### config.mk
export PLATFORM = sky130hd
export DESIGN_NAME = spi_ram_ctrl_flat
export DESIGN_NICKNAME = d
export VERILOG_FILES = /design/src/rtl/spi_ram_ctrl_pkg.sv /design/src/rtl/spi_ram_ctrl_if.sv /design/src/rtl/spi_ram_mem.sv /design/src/rtl/spi_ram_ctrl.sv /design/src/flat_wrapper.sv
export SDC_FILE = /design/constraint.sdc
export NUM_CORES = 2
export LEC_CHECK = 0
export CELL_PAD_IN_SITES_DETAIL_PLACEMENT = 0
export CELL_PAD_IN_SITES_GLOBAL_PLACEMENT = 1
export CORE_MARGIN = 3
export CORE_UTILIZATION = 50
export CTS_BUF_LIST = sky130_fd_sc_hd__clkbuf_4 sky130_fd_sc_hd__clkbuf_8
export DETAILED_ROUTE_END_ITERATION = 8
export PLACE_DENSITY = 0.85
export SYNTH_ARGS = -nofsm -noshare
export SYNTH_HDL_FRONTEND = slang
export SYNTH_SLANG_ARGS = --single-unit
### constraint.sdc
create_clock -name clk_i -period 3.87 [get_ports clk_i]
set_input_delay 0.774 -clock clk_i [delete_from_list [all_inputs] [get_ports clk_i]]
set_output_delay 0.774 -clock clk_i [all_outputs]
set_load 0.05 [all_outputs]
### src/rtl/spi_ram_ctrl_pkg.sv
// Shared opcode and FSM state encodings for the SPI-slave memory back-end.
package spi_ram_pkg;

    typedef enum logic [1:0] {
        OP_WR_ADDR = 2'b00,
        OP_WR_DATA = 2'b01,
        OP_RD_ADDR = 2'b10,
        OP_RD_DATA = 2'b11
    } opcode_e;

    typedef enum logic [1:0] {
        ST_IDLE    = 2'b00,
        ST_RD_REQ  = 2'b01,
        ST_RD_WAIT = 2'b10,
        ST_TX      = 2'b11
    } state_e;

endpackage

### src/rtl/spi_ram_ctrl_if.sv
// Command/response handshake bundle between the SPI slave (master side) and the memory back-end.
interface spi_ram_ctrl_if #(
    parameter int unsigned DATA_W = 8
) ();

    logic              rx_valid;
    logic              rx_ready;
    logic [DATA_W+1:0] din;
    logic [DATA_W-1:0] dout;
    logic              tx_valid;
    logic              tx_ready;
    logic              err;

    modport master (
        output rx_valid, din, tx_ready,
        input  rx_ready, dout, tx_valid, err
    );

    modport slave (
        input  rx_valid, din, tx_ready,
        output rx_ready, dout, tx_valid, err
    );

endinterface

### src/rtl/spi_ram_mem.sv
// Single-port synchronous RAM; one-cycle read latency, storage is never reset.
module spi_ram_mem #(
    parameter int unsigned DATA_W    = 8,
    parameter int unsigned ADDR_W    = 8,
    parameter int unsigned MEM_DEPTH = 256
) (
    input  logic              clk_i,
    input  logic              en_i,
    input  logic              we_i,
    input  logic [ADDR_W-1:0] addr_i,
    input  logic [DATA_W-1:0] wdata_i,
    output logic [DATA_W-1:0] rdata_o
);

    logic [DATA_W-1:0] mem_q [MEM_DEPTH];
    logic [DATA_W-1:0] rdata_q;

    always_ff @(posedge clk_i) begin
        if (en_i) begin
            if (we_i) begin
                mem_q[addr_i] <= wdata_i;
            end else begin
                rdata_q <= mem_q[addr_i];
            end
        end
    end

    assign rdata_o = rdata_q;

endmodule

### src/rtl/spi_ram_ctrl.sv
// Decodes {opcode,payload} commands into RAM pointer/write/read operations and returns
// read data over a valid/ready handshake, flagging accesses beyond MEM_DEPTH.
module spi_ram_ctrl
    import spi_ram_pkg::*;
#(
    parameter int unsigned DATA_W    = 8,
    parameter int unsigned ADDR_W    = 8,
    parameter int unsigned MEM_DEPTH = 256,
    parameter bit          AUTO_INC  = 1'b1
) (
    input  logic           clk_i,
    input  logic           rst_i,
    spi_ram_ctrl_if.slave  bus
);

    localparam logic [ADDR_W-1:0] PtrLast = ADDR_W'(MEM_DEPTH - 1);
    localparam logic [ADDR_W:0]   DepthL  = (ADDR_W + 1)'(MEM_DEPTH);

    // Wrap at MEM_DEPTH-1 rather than 2**ADDR_W so bursts stay inside the populated RAM.
    function automatic logic [ADDR_W-1:0] ptr_inc(input logic [ADDR_W-1:0] p);
        return (p == PtrLast) ? '0 : p + 1'b1;
    endfunction

    state_e            state_q, state_d;
    logic [ADDR_W-1:0] wr_ptr_q, wr_ptr_d;
    logic [ADDR_W-1:0] rd_ptr_q, rd_ptr_d;
    logic [DATA_W-1:0] dout_q, dout_d;
    logic              tx_valid_q, tx_valid_d;
    logic              err_q, err_d;

    logic              accept;
    logic              wr_in_range;
    logic              rd_in_range;
    opcode_e           opcode;
    logic [DATA_W-1:0] payload;

    logic              mem_en;
    logic              mem_we;
    logic [ADDR_W-1:0] mem_addr;
    logic [DATA_W-1:0] mem_wdata;
    logic [DATA_W-1:0] mem_rdata;

    assign opcode      = opcode_e'(bus.din[DATA_W+1:DATA_W]);
    assign payload     = bus.din[DATA_W-1:0];
    assign accept      = bus.rx_valid & (state_q == ST_IDLE);
    assign wr_in_range = ({1'b0, wr_ptr_q} < DepthL);
    assign rd_in_range = ({1'b0, rd_ptr_q} < DepthL);

    always_comb begin
        state_d    = state_q;
        wr_ptr_d   = wr_ptr_q;
        rd_ptr_d   = rd_ptr_q;
        dout_d     = dout_q;
        tx_valid_d = tx_valid_q;
        err_d      = 1'b0;
        mem_en     = 1'b0;
        mem_we     = 1'b0;
        mem_addr   = rd_ptr_q;
        mem_wdata  = payload;

        unique case (state_q)
            ST_IDLE: begin
                if (accept) begin
                    unique case (opcode)
                        OP_WR_ADDR: wr_ptr_d = payload[ADDR_W-1:0];
                        OP_WR_DATA: begin
                            if (wr_in_range) begin
                                mem_en   = 1'b1;
                                mem_we   = 1'b1;
                                mem_addr = wr_ptr_q;
                            end else begin
                                err_d = 1'b1;
                            end
                            if (AUTO_INC) begin
                                wr_ptr_d = ptr_inc(wr_ptr_q);
                            end
                        end
                        OP_RD_ADDR: rd_ptr_d = payload[ADDR_W-1:0];
                        OP_RD_DATA: state_d  = ST_RD_REQ;
                        default:    state_d  = ST_IDLE;
                    endcase
                end
            end
            ST_RD_REQ: begin
                mem_en  = rd_in_range;
                state_d = ST_RD_WAIT;
            end
            ST_RD_WAIT: begin
                // Out-of-range reads still answer (with zero) so the master never stalls.
                dout_d     = rd_in_range ? mem_rdata : '0;
                tx_valid_d = 1'b1;
                err_d      = ~rd_in_range;
                state_d    = ST_TX;
            end
            ST_TX: begin
                if (bus.tx_ready) begin
                    tx_valid_d = 1'b0;
                    state_d    = ST_IDLE;
                    if (AUTO_INC) begin
                        rd_ptr_d = ptr_inc(rd_ptr_q);
                    end
                end
            end
            default: state_d = ST_IDLE;
        endcase
    end

    always_ff @(posedge clk_i or posedge rst_i) begin
        if (rst_i) begin
            state_q    <= ST_IDLE;
            wr_ptr_q   <= '0;
            rd_ptr_q   <= '0;
            dout_q     <= '0;
            tx_valid_q <= 1'b0;
            err_q      <= 1'b0;
        end else begin
            state_q    <= state_d;
            wr_ptr_q   <= wr_ptr_d;
            rd_ptr_q   <= rd_ptr_d;
            dout_q     <= dout_d;
            tx_valid_q <= tx_valid_d;
            err_q      <= err_d;
        end
    end

    spi_ram_mem #(
        .DATA_W    (DATA_W),
        .ADDR_W    (ADDR_W),
        .MEM_DEPTH (MEM_DEPTH)
    ) u_mem (
        .clk_i   (clk_i),
        .en_i    (mem_en),
        .we_i    (mem_we),
        .addr_i  (mem_addr),
        .wdata_i (mem_wdata),
        .rdata_o (mem_rdata)
    );

    assign bus.rx_ready = (state_q == ST_IDLE);
    assign bus.dout     = dout_q;
    assign bus.tx_valid = tx_valid_q;
    assign bus.err      = err_q;

endmodule
### src/flat_wrapper.sv
// flat-port wrapper written by rule: the top's interface ports become plain ports
module spi_ram_ctrl_flat import spi_ram_pkg::*;
#(
    parameter int unsigned DATA_W    = 8,
    parameter int unsigned ADDR_W    = 8,
    parameter int unsigned MEM_DEPTH = 256,
    parameter bit          AUTO_INC  = 1'b1
)
  (clk_i, rst_i, bus_rx_valid, bus_din, bus_tx_ready, bus_rx_ready, bus_dout, bus_tx_valid, bus_err);
  spi_ram_ctrl_if #(.DATA_W(DATA_W)) bus_i ();
  input  logic clk_i;
  input  logic rst_i;
  input wire logic [$bits(bus_i.rx_valid)-1:0] bus_rx_valid;
  input wire logic [$bits(bus_i.din)-1:0] bus_din;
  input wire logic [$bits(bus_i.tx_ready)-1:0] bus_tx_ready;
  output wire logic [$bits(bus_i.rx_ready)-1:0] bus_rx_ready;
  output wire logic [$bits(bus_i.dout)-1:0] bus_dout;
  output wire logic [$bits(bus_i.tx_valid)-1:0] bus_tx_valid;
  output wire logic [$bits(bus_i.err)-1:0] bus_err;
  assign bus_i.rx_valid = bus_rx_valid;
  assign bus_i.din = bus_din;
  assign bus_i.tx_ready = bus_tx_ready;
  assign bus_rx_ready = bus_i.rx_ready;
  assign bus_dout = bus_i.dout;
  assign bus_tx_valid = bus_i.tx_valid;
  assign bus_err = bus_i.err;
  spi_ram_ctrl #(.DATA_W(DATA_W), .ADDR_W(ADDR_W), .MEM_DEPTH(MEM_DEPTH), .AUTO_INC(AUTO_INC)) u_core (.clk_i(clk_i), .rst_i(rst_i), .bus(bus_i));
endmodule
# Word level (Yosys, flattened, before mapping)
# Memory sizes are Yosys's and may differ from the RTL's. A register that Yosys moved wholly into a read port is not among the register bits.
# Index checks and enable logic that the tools add are counted.
[totals]
ff_bits = 27
latch_bits = 0
mem_bits_rw = 2048
mem_bits_ro = 0
output_inout_bits = 11
word_cells = 55
n_memories = 1
[memory_table]
columns = ["name", "words", "word_bits", "read_ports", "rd_ports_with_merged_regs", "write_ports", "line", "source"]
rows = [
  ["u_core.u_mem.mem_q", 256, 8, 1, 1, 1, "spi_ram_mem.sv:15", "logic [DATA_W-1:0] mem_q [MEM_DEPTH];"],
]
[op_classes]
add_sub_neg = 2
n_mul = 0
div_mod_pow = 0
n_lt_le_gt_ge = 0
n_eq_ne = 12
shifts = 0
muxes = 23
bitwise_logic = 2
reduce_logical = 10
[ops]
columns = ["cell", "n"]
rows = [
  ["$mux W8", 8],
  ["$pmux W8 S2", 2],
  ["$add A8 B1 Y8 const B", 2],
  ["$eq A8 B8 Y1 const B", 2],
  ["$eq A2 B2 Y1 const B", 4],
  ["$pmux W2 S4", 1],
  ["$mux W1", 7],
  ["$mux W2", 3],
  ["$ne A2 B1 Y1 const B", 3],
  ["$reduce_and A3 Y1", 2],
  ["$reduce_bool A2 Y1", 3],
  ["$eq A2 B1 Y1 const B", 2],
  ["$logic_not A2 Y1", 2],
  ["$pmux W1 S2", 2],
  ["$reduce_and A2 Y1", 2],
  ["$reduce_and A4 Y1", 1],
  ["$ne A2 B2 Y1 const B", 1],
  ["$and A1 B1 Y1", 1],
  ["$not A1 Y1", 1],
]

# Logic depth before layout (Yosys ltp)
[logic_depth]
ltp_word = 7
depth_mapped = 17
depth_no_buf = 11

# Cells and area by module
# From an unflattened synthesis, not the netlist that was laid out.
[unflattened]
hier_cells = 3720
hier_area_um2 = 80030.5
[by_module_without_submodules]
columns = ["module", "n_inst", "cells_per_inst", "area_each_um2", "seq_area_each_um2"]
rows = [
  ["spi_ram_mem", 1, 3526, 78376.4, 61739.2],
  ["spi_ram_ctrl", 1, 194, 1654.1, 675.6],
]

# Worst setup path after synthesis
# Ideal clock, no wire load.
[synth_timing]
path_kind = "flip-flop to flip-flop"
startpoint = "register u_core.state_q[0]"
endpoint = "memory u_core.u_mem.mem_q[167][0], enable pin"
arrival_ns = 4.015
path_slack_ns = -0.539
stages_incl_launch_ff = 14
synth_period_minus_slack_ns = 4.409
path_cell_list = "dfrtp_1 > inv_1 > ha_1 > and4b_1 > buf_6 > buf_2 > mux2_4 > buf_2 > buf_2 > buf_2 > buf_2 > buf_2 > nand2_1 > nor4_1"
[synth_between]
elab_chain_len = 7
elab_cells_between_ends = 11
cone_classes = "1 x eq/ne; 8 x mux; 1 x bitwise; 1 x reduce/logical"
[synth_lines]
columns = ["element", "line", "source"]
rows = [
  ["start, declared", "spi_ram_ctrl.sv:24", "state_e state_q, state_d;"],
  ["start signal, assigned", "spi_ram_ctrl.sv:117", "state_q <= state_d;"],
  ["$logic_not A2 Y1 (*)", "--", ""],
  ["net bus_rx_ready", "flat_wrapper.sv:16", "output wire logic [$bits(bus_i.rx_ready)-1:0] bus_rx_ready;"],
  ["$and A1 B1 Y1", "spi_ram_ctrl.sv:45", "assign accept = bus.rx_valid & (state_q == ST_IDLE);"],
  ["$mux W1", "spi_ram_ctrl.sv:63", "if (accept) begin"],
  ["$mux W1", "spi_ram_ctrl.sv:61", "unique case (state_q)"],
  ["$mux W1", "spi_ram_mem.sv:20", "if (we_i) begin"],
  ["$mux W1", "spi_ram_mem.sv:19", "if (en_i) begin"],
  ["$mux W1 (implied by the code)", "spi_ram_mem.sv:21", "mem_q[addr_i] <= wdata_i;"],
  ["end, declared", "spi_ram_mem.sv:15", ""],
]
# The timed path passes the listed nets; every way through them passes the cells marked *.

# Worst setup path in the final report
[layout_timing]
startpoint = "register u_core.state_q[0]"
endpoint = "register u_core.u_mem.rdata_q[3], in the netlist u_core.u_mem.rdata_o[3] (read register of u_core.u_mem.mem_q), data pin"
[layout_between]
elab_chain_len = 6
elab_cells_between_ends = 10
cone_classes = "1 x eq/ne; 5 x mux; 2 x bitwise; 2 x reduce/logical"
[layout_lines]
columns = ["element", "line", "source"]
rows = [
  ["$logic_not A2 Y1", "spi_ram_ctrl.sv:45, spi_ram_ctrl.sv:61", ""],
  ["$and A1 B1 Y1", "spi_ram_ctrl.sv:45", ""],
  ["$mux W1", "spi_ram_ctrl.sv:63", ""],
  ["$mux W1", "spi_ram_ctrl.sv:61", ""],
  ["$not A1 Y1 (no line)", "--", ""],
  ["$reduce_and A2 Y1 (no line)", "--", ""],
  ["end, declared", "spi_ram_mem.sv:16", "logic [DATA_W-1:0] rdata_q;"],
]
# Several ways; a longest one is shown, not always the timed one.
# A chain may end at the register's enable or synchronous reset.

==> results_dict.tcl <==
set metrics [dict create \
    status "finished with violations" \
    violations "setup timing" \
    fin_area_um2 98800 \
    clkTransAtPathRegs_ps 60 \
    ir_worst_vdd_mv 0.457 \
    synth.most_common_cell "edfxtp_1" \
    cts_tree "built" \
    cts_hold_buf 0 \
    drive_gt1_frac 0.310 \
    synth_seq_cells 2083 \
    grt_pass1_wl_mm 332 \
    setup_viol 4 \
    initial_utilization 0.506 \
    multiInputGateArea_um2 19000 \
    async_reset_ff_frac 0.0130 \
    postSynthAreaPerCell_um2 16.9 \
    h-tree-depth 5 \
    synth_edf_count 2056 \
    synth.cell_area_um2 81600 \
    cts-root-buf "clkbuf_8" \
    dpl.hpwl_mm 145 \
    hp-class "in -> async" \
    synth_top_cell_area_share 0.757 \
    nNetsFinal 5723 \
    fmax_mhz 252 \
    timing.hold.ws_ps 134 \
    cts.sinks 2083 \
    p_leak_nw 33.4 \
    dr.pass1.iters 6 \
    finish.utilization 0.612 \
    synth_area_leaders "edfxtp_1 (76%), mux4_2 (7.8%), nand2_1 (3.4%), nand3_1 (1.6%), nor2_1 (1.6%)" \
    tightestPinTransition_ps 1260 \
    avgRoutedWirePerCell_um 28.5 \
    power_density_nw_per_um2 675 \
    maxSlewHeadroom 0.158 \
    syn2layout_area_growth_pct 21.1 \
    yosysTopAreaCell "edfxtp_1" \
    routed_wl_mm 232 \
    reg2reg_from "u_core.state_q[0]" \
    via_per_inst 6.22 \
    crit_arrival_ps 4710 \
    place_ws_ps -1220 \
    ys.flop_type "edfxtp_1" \
    final.period_utilization 1.03 \
    syn_nets 4840 \
    die_w_um 410 \
    start_kind "flip-flop" \
    grt_max_degree 171 \
    drv_slew 0 \
    clk_latency_ps 1050 \
    post-route-min-period_ps 3970 \
    maxCapViolCount 0 \
    drt_iter0_markers 7863 \
    worst_setup_path_end_kind "flip-flop" \
    synthCells 4819 \
    ys_types 63 \
    num_vias 50400 \
    port_buffers 23 \
    ant_nets 0 \
    dieArea_um2 168000 \
    clock_skew_ps 119 \
    rsz0062_at_grt "yes" \
    synth_seq_area_share 0.765 \
    worst_slack_ps -101 \
    grt.overflow.total 0 \
    place_congestion 0.935 \
    num_rows 147 \
    cts_made_buffers 342 \
    required_ps 4610 \
    coreArea_um2 161000 \
    synth_common_cells "edfxtp_1 (2056), nand2_1 (742), nor2_1 (341)" \
    reg2reg_setup_slack_ps -100 \
    ios 25 \
    die_h_um 410 \
    placed_cell_area_um2 89600 \
    nFillCells 11100 \
    cts.path.max_buffers 4 \
    regArea_um2 62400 \
    hold_violations 0 \
    cp_max_fo 5 \
    antenna_found_initial 6 \
    drcViolationCount 0 \
    worstSetupPathType "reg -> reg" \
    grt_pass1_vias 48900 \
    ys_warn_count 0 \
    grt_util_all_layers 0.269 \
    crit_start "u_core.state_q[0]" \
]
## timing repair
item                                    CTS  global route
setup buffers                            26            90
endpoints found under the setup margin  295           425
cloned                                   12             4
endpoints found under the hold margin     0             0
pin swaps                                18            61
resized for setup                       144           193
## final cells by class
class                      instances  share of cell area
clock inverter                   136             0.00766
clock buffer                     452              0.0570
sequential                      2083               0.632
tap                             2160              0.0274
multi-input combinational       2424               0.192
antenna                            5            0.000127
inverter                          13            0.000494
timing repair buffer             838              0.0834
## registers in the layout, summed over array words and instances (netlist names)
register and count:
u_core.bus.dout 8, u_core.bus.tx_valid 1, u_core.rd_ptr_q 8, u_core.state_q 2, u_core.u_mem.mem_q 2048, u_core.u_mem.rdata_o 8, u_core.wr_ptr_q 8
## where the power goes
group | internal [mW] | switching (mW) | leakage, nW
Sequential | 25.1 | 0.322 | 18.8
Clock | 9.83 | 8.47 | 3.40
Combinational | 9.93 | 13.1 | 11.2
## metrics by stage
step                      TNS, ps  instances  total power, mW
final                        -223       8111             66.7
after global routing        -1020       8108             68.8
after detailed placement  -577480       7394             45.1
after floorplan            -10340       4819             36.5
after CTS                    -240       8020             64.6
after global placement    -533880       7394             44.8
## layout by cell type (no fill, tap or decap), drive strengths merged, types with 7 or more instances in the layout
| cell | instances |
|---|---|
| o21ai | 78 |
| nand4b | 7 |
| nor3 | 34 |
| a221o | 8 |
| a41oi | 11 |
| clkdlybuf4s50 | 15 |
| a22oi | 64 |
| mux2i | 108 |
| clkbuf | 463 |
| o211ai | 11 |
| a211oi | 8 |
| o2111ai | 26 |
| dfrtp | 27 |
| a21oi | 26 |
| nor2 | 343 |
| mux4 | 287 |
| edfxtp | 2056 |
| a32oi | 34 |
| and3 | 36 |
| nand2 | 742 |
| bufbuf | 8 |
| a221oi | 28 |
| o31ai | 10 |
| a22o | 10 |
| ha | 7 |
| inv | 14 |
| nor2b | 9 |
| o221ai | 7 |
| nand4 | 83 |
| nor4 | 13 |
| clkinv | 123 |
| nand3 | 267 |
| a31oi | 67 |
| mux2 | 13 |
| buf | 804 |
| nand2b | 11 |
| a311oi | 38 |
## worst paths after layout
| kind | end | depth (start not counted) |
|---|---|---|
| setup / recovery | u_core.u_mem.rdata_o[3] | 13 |
| hold / removal | u_core.state_q[1] | 3 |
| setup reg to reg | u_core.u_mem.rdata_o[3] | 13 |
| hold reg to reg | u_core.bus.dout[6] | 1 |
| max in group asynchronous | u_core.bus.dout[3] | 3 |
| min in group clk_i | u_core.u_mem.mem_q[43][2] | 1 |
## critical path, stage by stage, from the launching register on
cell       delay (ps)
dfrtp_1           390
inv_2              90
ha_4              130
and4b_2           340
mux2i_4           300
buf_6             160
buf_12            140
buf_4             120
mux4_2            470
o21ai_0           540
buf_4             220
o211ai_1          190
a2111oi_4         410
nand4_1           150
## metal layers
layer / vias to the layer above / GRT usage / wire [um]
met3: 586 / 0.0689 / 28100
met5: - / 0 / 24
met2: 3613 / 0.410 / 108000
li1: 20800 / - / -
met4: 4 / 0.129 / 11300
met1: 25400 / 0.367 / 84400
## cells by family (layout without fill, tap and decap cells)
logic type | count (synthesis) | count (layout) | synth area share
fa+ha+maj | 7 | 7 | 0.00107
flops | 2083 | 2083 | 0.765
simple gates | 1563 | 1563 | 0.0823
other cells | 1 | 6 | 0.0000460
mux | 407 | 408 | 0.0944
compound gates | 445 | 445 | 0.0395
buf+inv | 313 | 1439 | 0.0177
(Power assumes the default switching activity.)
